`src/rtl/move_scheduler.sv`:
```
// move_scheduler: ring buffer of DDA move descriptors, presenting one move at a time to dda_timer.
// Build option MOVE_SCHEDULER_FLUSH_EN: a rising HALT discards the whole queue and pulses move_abort.
module move_scheduler #(
    parameter int MOVE_BUFFER_BITS = 2,
    parameter int W                = 64
) (
    input  logic                      CLK,
    input  logic                      resetn,
    input  logic                      wr_valid,
    output logic                      wr_ready,
    input  logic                      wr_dir,
    input  logic [W-1:0]              wr_duration,
    input  logic [W-1:0]              wr_increment,
    input  logic [W-1:0]              wr_incrementincrement,
    input  logic                      dda_done,
    input  logic                      halt,
    output logic                      move_start,
    output logic                      move_active,
    output logic                      move_dir,
    output logic [W-1:0]              move_duration,
    output logic [W-1:0]              move_increment,
    output logic [W-1:0]              move_incrementincrement,
    output logic                      move_done,
    output logic                      move_abort,
    output logic                      buffer_dtr,
    output logic [MOVE_BUFFER_BITS:0] level
);
    localparam int DEPTH = 1 << MOVE_BUFFER_BITS;

    typedef enum logic [1:0] {IDLE, LOAD, RUN} state_t;

    state_t                      state, state_d;
    logic [MOVE_BUFFER_BITS-1:0] wr_ptr, rd_ptr;
    logic [MOVE_BUFFER_BITS:0]   count, remaining;
    logic                        push, pop, flush;
    logic                        start_d, done_d, abort_d;

    logic         dir_mem    [DEPTH];
    logic [W-1:0] dur_mem    [DEPTH];
    logic [W-1:0] inc_mem    [DEPTH];
    logic [W-1:0] incinc_mem [DEPTH];

    // count never exceeds DEPTH, so its MSB alone marks a full buffer
    assign wr_ready   = ~count[MOVE_BUFFER_BITS];
    assign buffer_dtr = wr_ready;
    assign level      = count;

`ifdef MOVE_SCHEDULER_FLUSH_EN
    logic halt_q;
    always_ff @(posedge CLK or negedge resetn) begin
        if (!resetn) halt_q <= 1'b0;
        else         halt_q <= halt;
    end
    assign flush = halt & ~halt_q;
`else
    assign flush = 1'b0;
`endif

    assign push      = wr_valid & wr_ready & ~flush;
    assign remaining = count - 1'b1;

    always_ff @(posedge CLK) begin
        if (push) begin
            dir_mem[wr_ptr]    <= wr_dir;
            dur_mem[wr_ptr]    <= wr_duration;
            inc_mem[wr_ptr]    <= wr_increment;
            incinc_mem[wr_ptr] <= wr_incrementincrement;
        end
    end

    always_comb begin
        state_d = state;
        pop     = 1'b0;
        start_d = 1'b0;
        done_d  = 1'b0;
        abort_d = 1'b0;
        if (flush) begin
            state_d = IDLE;
            abort_d = (count != '0);
        end else begin
            case (state)
                IDLE: if (count != '0 && !halt) state_d = LOAD;
                LOAD: begin
                    state_d = RUN;
                    start_d = 1'b1;
                end
                RUN: if (dda_done) begin
                    pop = 1'b1;
                    if (remaining != '0 && !halt) begin
                        state_d = LOAD;
                    end else begin
                        state_d = IDLE;
                        done_d  = (remaining == '0);
                    end
                end
                default: state_d = IDLE;
            endcase
        end
    end

    always_ff @(posedge CLK or negedge resetn) begin
        if (!resetn) begin
            state                   <= IDLE;
            wr_ptr                  <= '0;
            rd_ptr                  <= '0;
            count                   <= '0;
            move_start              <= 1'b0;
            move_active             <= 1'b0;
            move_done               <= 1'b0;
            move_abort              <= 1'b0;
            move_dir                <= 1'b0;
            move_duration           <= '0;
            move_increment          <= '0;
            move_incrementincrement <= '0;
        end else begin
            state       <= state_d;
            move_start  <= start_d;
            move_active <= (state_d == RUN);
            move_done   <= done_d;
            move_abort  <= abort_d;
            if (flush) begin
                wr_ptr <= '0;
                rd_ptr <= '0;
                count  <= '0;
            end else begin
                if (push) wr_ptr <= wr_ptr + 1'b1;
                if (pop)  rd_ptr <= rd_ptr + 1'b1;
                if (push && !pop)      count <= count + 1'b1;
                else if (pop && !push) count <= count - 1'b1;
            end
            // descriptor is latched on the same edge that raises move_start
            if (start_d) begin
                move_dir                <= dir_mem[rd_ptr];
                move_duration           <= dur_mem[rd_ptr];
                move_increment          <= inc_mem[rd_ptr];
                move_incrementincrement <= incinc_mem[rd_ptr];
            end
        end
    end
endmodule
```
`config.mk`:
```
export PLATFORM = sky130hd
export DESIGN_NAME = move_scheduler
export DESIGN_NICKNAME = d
export VERILOG_FILES = /design/src/rtl/move_scheduler.sv
export SDC_FILE = /design/constraint.sdc
export NUM_CORES = 1
export LEC_CHECK = 0
export BUFFER_PORTS_ARGS = -buffer_cell sky130_fd_sc_hd__buf_2
export CORE_MARGIN = 4
export CORE_UTILIZATION = 40
export DETAILED_ROUTE_END_ITERATION = 12
export PLACE_DENSITY_LB_ADDON = 0.3
export SYNTH_ARGS = -nofsm -noshare
export SYNTH_HDL_FRONTEND = slang
export SYNTH_SLANG_ARGS = --single-unit
export TNS_END_PERCENT = 30
```
`constraint.sdc`:
```
create_clock -name CLK -period 8.78 [get_ports CLK]
set_input_delay 1.317 -clock CLK [delete_from_list [all_inputs] [get_ports CLK]]
set_output_delay 1.317 -clock CLK [all_outputs]
set_load 0.1 [all_outputs]
```
## Word-level counts from Yosys, hierarchy flattened

Memories as Yosys holds them, arrays and structs flattened. A register that Yosys moved wholly into a read port is not among the register bits.
Index checks and enable logic that the tools add are counted.

- Bitwise operators: 2
- Equal/unequal tests: 3
- Mux-type cells: 14
- $add $sub $neg: 4
- Reduce and logical (&&, ||, !) cells: 16

Operators by type and width:

| cell | number |
|---|---|
| $mux W1 | 9 |
| $logic_not A1 Y1 | 7 |
| $mux W3 | 2 |
| $pmux W2 S3 | 1 |
| $reduce_bool A3 Y1 | 2 |
| $add A2 B1 Y2 const B | 2 |
| $eq A2 B2 Y1 const B | 2 |
| $logic_and A1 B1 Y1 | 4 |
| $mux W2 | 2 |
| $add A3 B1 Y3 const B | 1 |
| $logic_not A3 Y1 | 1 |
| $sub A3 B1 Y3 const B | 1 |
| $eq A2 B1 Y1 const B | 1 |
| $logic_not A2 Y1 | 1 |
| $reduce_bool A2 Y1 | 1 |
| $and A1 B1 Y1 | 1 |
| $not A1 Y1 | 1 |

- Register bits: 12
- RAM bits: 772
- Memories: 4
- Output and inout port bits: 202
- Logic and storage cells: 50

Memory list:

| name | depth | bits a word | rd ports | clocked after memory_dff | write ports | line | source |
|---|---|---|---|---|---|---|---|
| dur_mem | 4 | 64 | 1 | 1 | 1 | 39 | `logic [W-1:0] dur_mem [DEPTH];` |
| inc_mem | 4 | 64 | 1 | 1 | 1 | 40 | `logic [W-1:0] inc_mem [DEPTH];` |
| incinc_mem | 4 | 64 | 1 | 1 | 1 | 41 | `logic [W-1:0] incinc_mem [DEPTH];` |
| dir_mem | 4 | 1 | 1 | 1 | 1 | 38 | `logic dir_mem [DEPTH];` |

## Logic depth before layout (Yosys ltp)

- Depth in word-level cells: 7
- Mapped depth: 7

## Worst setup path before layout

No wires, ideal clock.

- Path kind: input port to flip-flop
- From: input port wr_valid
- To: memory dir_mem[0] (enable)
- Required time: 8203 ps
- Cell stages on the path: 3
- Arrival time: 6109 ps
- Path buffers: 1
- Setup slack: 2094 ps
- Setup time: 577 ps
- Cells stage by stage: nor2b_1 -> clkbuf_1 -> and2_1

- Longest elaborated chain between the ends: 3

RTL lines:

| item | line | source |
|---|---|---|
| from (decl) | 9 | `input logic wr_valid,` |
| $and A1 B1 Y1 | 59 | `assign push = wr_valid & wr_ready & ~flush;` |
| named net push | 35 | `logic push, pop, flush;` |
| $mux W1 | 63 | `if (push) begin` |
| $mux W1 (implied by the code) | 64 | `dir_mem[wr_ptr] <= wr_dir;` |
| to (decl) | 38 |  |

The timed path passes the listed nets, and every way through them passes these cells.

## Final worst setup path

- From: input port wr_valid
- To: memory incinc_mem[1][16] (enable)

- Longest elaborated chain between the ends: 3

RTL lines:

| item | line | source |
|---|---|---|
| $and A1 B1 Y1 | 59 |  |
| $mux W1 | 63 |  |
| $mux W1 (implied by the code) | 67 | `incinc_mem[wr_ptr] <= wr_incrementincrement;` |
| to (decl) | 41 |  |

Every way passes these cells.

==> flow_summary.toml <==
[timing]
rsz0062_at_grt = "no"
timing.final.ws_setup_ns = 5.20
setup-violations-final = 0
finalCritPeriodShare = 0.408
fmax_ghz = 0.279
slew_headroom = 0.237
hold_violations = 0
finalSetupTns_ns = 0
drv_slew = 0
period_needed_ns = 3.58
finalClockSkew_ns = 0.0289
tightest_slew_ns = 1.15

[route]
drtAntennaViolNets = 0
vias = 18600
viasPerCell = 5.17
drtIter0Drc = 1317
avgRoutedWirePerCell_um = 22.9
drc = 0
first_pass_iters = 5
wl_mm = 82.4

[critical_path]
r2r-end = "move_duration[40]"
rr_worst_depth = 4
rrSetupSlack_ns = 5.45
worstPathMaxFanout = 72
critPathMaxStageDelay_ns = 0.86
path_cells = "buf_2, nor2b_1, and2_4, buf_12, buf_4"
cp_data_arrival_time_ns = 3.84
worstSetupPathType = "in -> reg"
critical-path-slowest-cell = "and2_4"
cp-end-kind = "flop"
start_kind = "input port"
critPathRequiredTime_ns = 9.04
r2r-start = "rd_ptr[1]"

[cts]
cts_tree = "yes"
cts-root-buf = "clkbuf_16"
insertion_delay_ns = 0.65
clk_pin_slew_ns = 0.06
cts_sinks = 977
holdBufCountCts = 0
cts.path.max_buffers = 3
cts_post_setup_buffers_inserted = 0
cts_resized = 0
numCtsBuffers = 100
cts-htree-levels = 3

[finish]
design_area_mm2 = 0.0431
nets = 2524
area_growth_syn_to_layout_pct = 17.4
drive_above_1_share = 0.312

[synthesis]
syn_nets = 2114
syn_area_mm2 = 0.0368
yosysUniqueCellTypes = 27
yosys_warnings = 0
ys_seq_area_frac = 0.770
synth_seq_cells = 977
syn_inst = 1907
syn_area_per_cell_um2 = 19.3

[global_route]
gr-total-overflow = 0
grt_max_degree = 127
gr-usage-all-layers = 0.169
grt_first_pass_wirelength_mm = 125
grt_pass1_vias = 20200
antenna_found_initial = 33

[die]
start_util = 0.406
die_x_um = 311
coreArea_mm2 = 0.0906
rows = 110
die_h_um = 311
num_io_pins = 400
dieArea_mm2 = 0.0968

[worst_hold_path]
hold_end = "move_incrementincrement[29]"
hold_depth = 2
hp-class = "reg -> reg"
hold_start = "move_incrementincrement[29]"

[power]
vdd_drop_max_mv = 0.341
power.leakage_uw = 0.0163
p_per_area_mw_per_mm2 = 407

[place]
place_hpwl_mm = 45.6
place_ws_ns = 4.37
io_buffers = 398
place_area_mm2 = 0.0398
place.gp.congestion = 0.725

[run_status]
status = "complete, no violations"

[run]
max-cap-violations = 0
[registers in the layout, summed over array words and instances, names as in the netlist]
signal                   flops
move_start                   1
dir_mem                      4
move_active                  1
state                        2
move_increment              64
move_done                    1
move_duration               64
incinc_mem                 256
inc_mem                    256
level                        3
wr_ptr                       2
dur_mem                    256
move_dir                     1
move_incrementincrement     64
rd_ptr                       2
[metrics by stage]
step	power, uW	utilization	hold slack (ns)	std cells
after floorplan	12200	-	0.485	1907
after global placement	13400	0.439	0.467	3391
after detailed placement	13600	0.439	0.467	3391
after CTS	17800	0.476	0.483	3578
after global routing	18300	0.476	0.498	3587
final	17600	0.476	0.482	3596
[critical path, delay by kind of cell]
| kind | cells | cell delay, ns |
|---|---|---|
| buffers and inverters | 3 | 1.15 |
| AND/OR/NAND/NOR | 2 | 1.33 |
[routing by layer]
metal | part of all wire | wire length (um) | track usage | vias to the layer above
met1 | 0.42 | 34600 | 0.213 | 9627
met3 | 0.064 | 5280 | 0.0460 | 126
met4 | 0.020 | 1620 | 0.0528 | 24
met2 | 0.49 | 40800 | 0.284 | 449
met5 | 0.0018 | 146 | 0 | -
li1 | - | - | - | 8381
[layout make-up]
class / count / area (um2)
sequential: 977 / 28300
tap: 1176 / 1470
antenna: 18 / 45.0
timing repair buffer: 418 / 2250
clock buffer: 157 / 3020
inverter: 7 / 28.8
clock inverter: 30 / 308
fill: 7635 / 47400
multi-input combinational: 813 / 7700
[worst max-delay path by stage]
stage / from / endpoint / slack, ns / depth (start not counted)
6_report: wr_valid / incinc_mem[1][16] / 5.20 / 5
5_1_grt: wr_valid / inc_mem[1][3] / 5.01 / 5
4_1_cts: wr_valid / incinc_mem[1][16] / 5.09 / 5
3_5_place_dp: wr_valid / incinc_mem[1][51] / 4.37 / 5
3_3_place_gp: wr_valid / incinc_mem[1][5] / 4.45 / 5
2_1_floorplan: wr_valid / dir_mem[0] / 2.09 / 3
[power by group]
| part | total, uW | internal [uW] | switching (uW) |
|---|---|---|---|
| sequential | 6450 | 5990 | 463 |
| combinational | 6940 | 1550 | 5390 |
| clock | 4180 | 2480 | 1700 |
| total | 17600 | 10000 | 7550 |
[cell families (layout without fill, tap and decap cells)]
kind of cell / after synthesis / in the layout / synth area share
flip-flops: 977 / 977 / 0.770
multiplexers: 387 / 387 / 0.105
AND/OR/NAND/NOR: 209 / 209 / 0.0221
AO/OA/AOI/OAI: 200 / 200 / 0.0760
buffers and inverters: 117 / 612 / 0.0215
adder cells (fa/ha/maj): 9 / 9 / 0.00306
XOR/XNOR: 7 / 7 / 0.00167
other: 1 / 19 / 0.000102
[cell usage after synthesis, drive strengths merged]
cell / count / area share
nand2b: 2 / 0.00034
a21oi: 1 / 0.00014
buf: 95 / 0.019
a21o: 1 / 0.00020
clkbuf: 15 / 0.0015
o221ai: 193 / 0.075
nor2: 3 / 0.00031
o21ai: 4 / 0.00054
inv: 7 / 0.00078
edfxtp: 772 / 0.63
dfrtp: 205 / 0.14
xor2: 2 / 0.00048
mux2i: 387 / 0.11
conb: 1 / 0.00010
ha: 9 / 0.0031
xnor2: 5 / 0.0012
nor2b: 1 / 0.00017
nand3b: 1 / 0.00020
a211o: 1 / 0.00024
nand2: 198 / 0.020
and2: 4 / 0.00068
[cell usage in the layout, fill, tap and decap left out, types with 8 or more instances in the layout]
| cell type | instances |
|---|---|
| o221ai_1 | 23 |
| mux2i_1 | 387 |
| clkbuf_8 | 26 |
| buf_4 | 12 |
| dfrtp_1 | 204 |
| edfxtp_1 | 772 |
| clkbuf_1 | 29 |
| buf_12 | 8 |
| o221ai_2 | 170 |
| ha_1 | 9 |
| clkbuf_16 | 102 |
| clkinv_2 | 13 |
| buf_2 | 397 |
| diode_2 | 18 |
| nand2_1 | 196 |
Note: power is estimated with default switching activity, not from simulation.
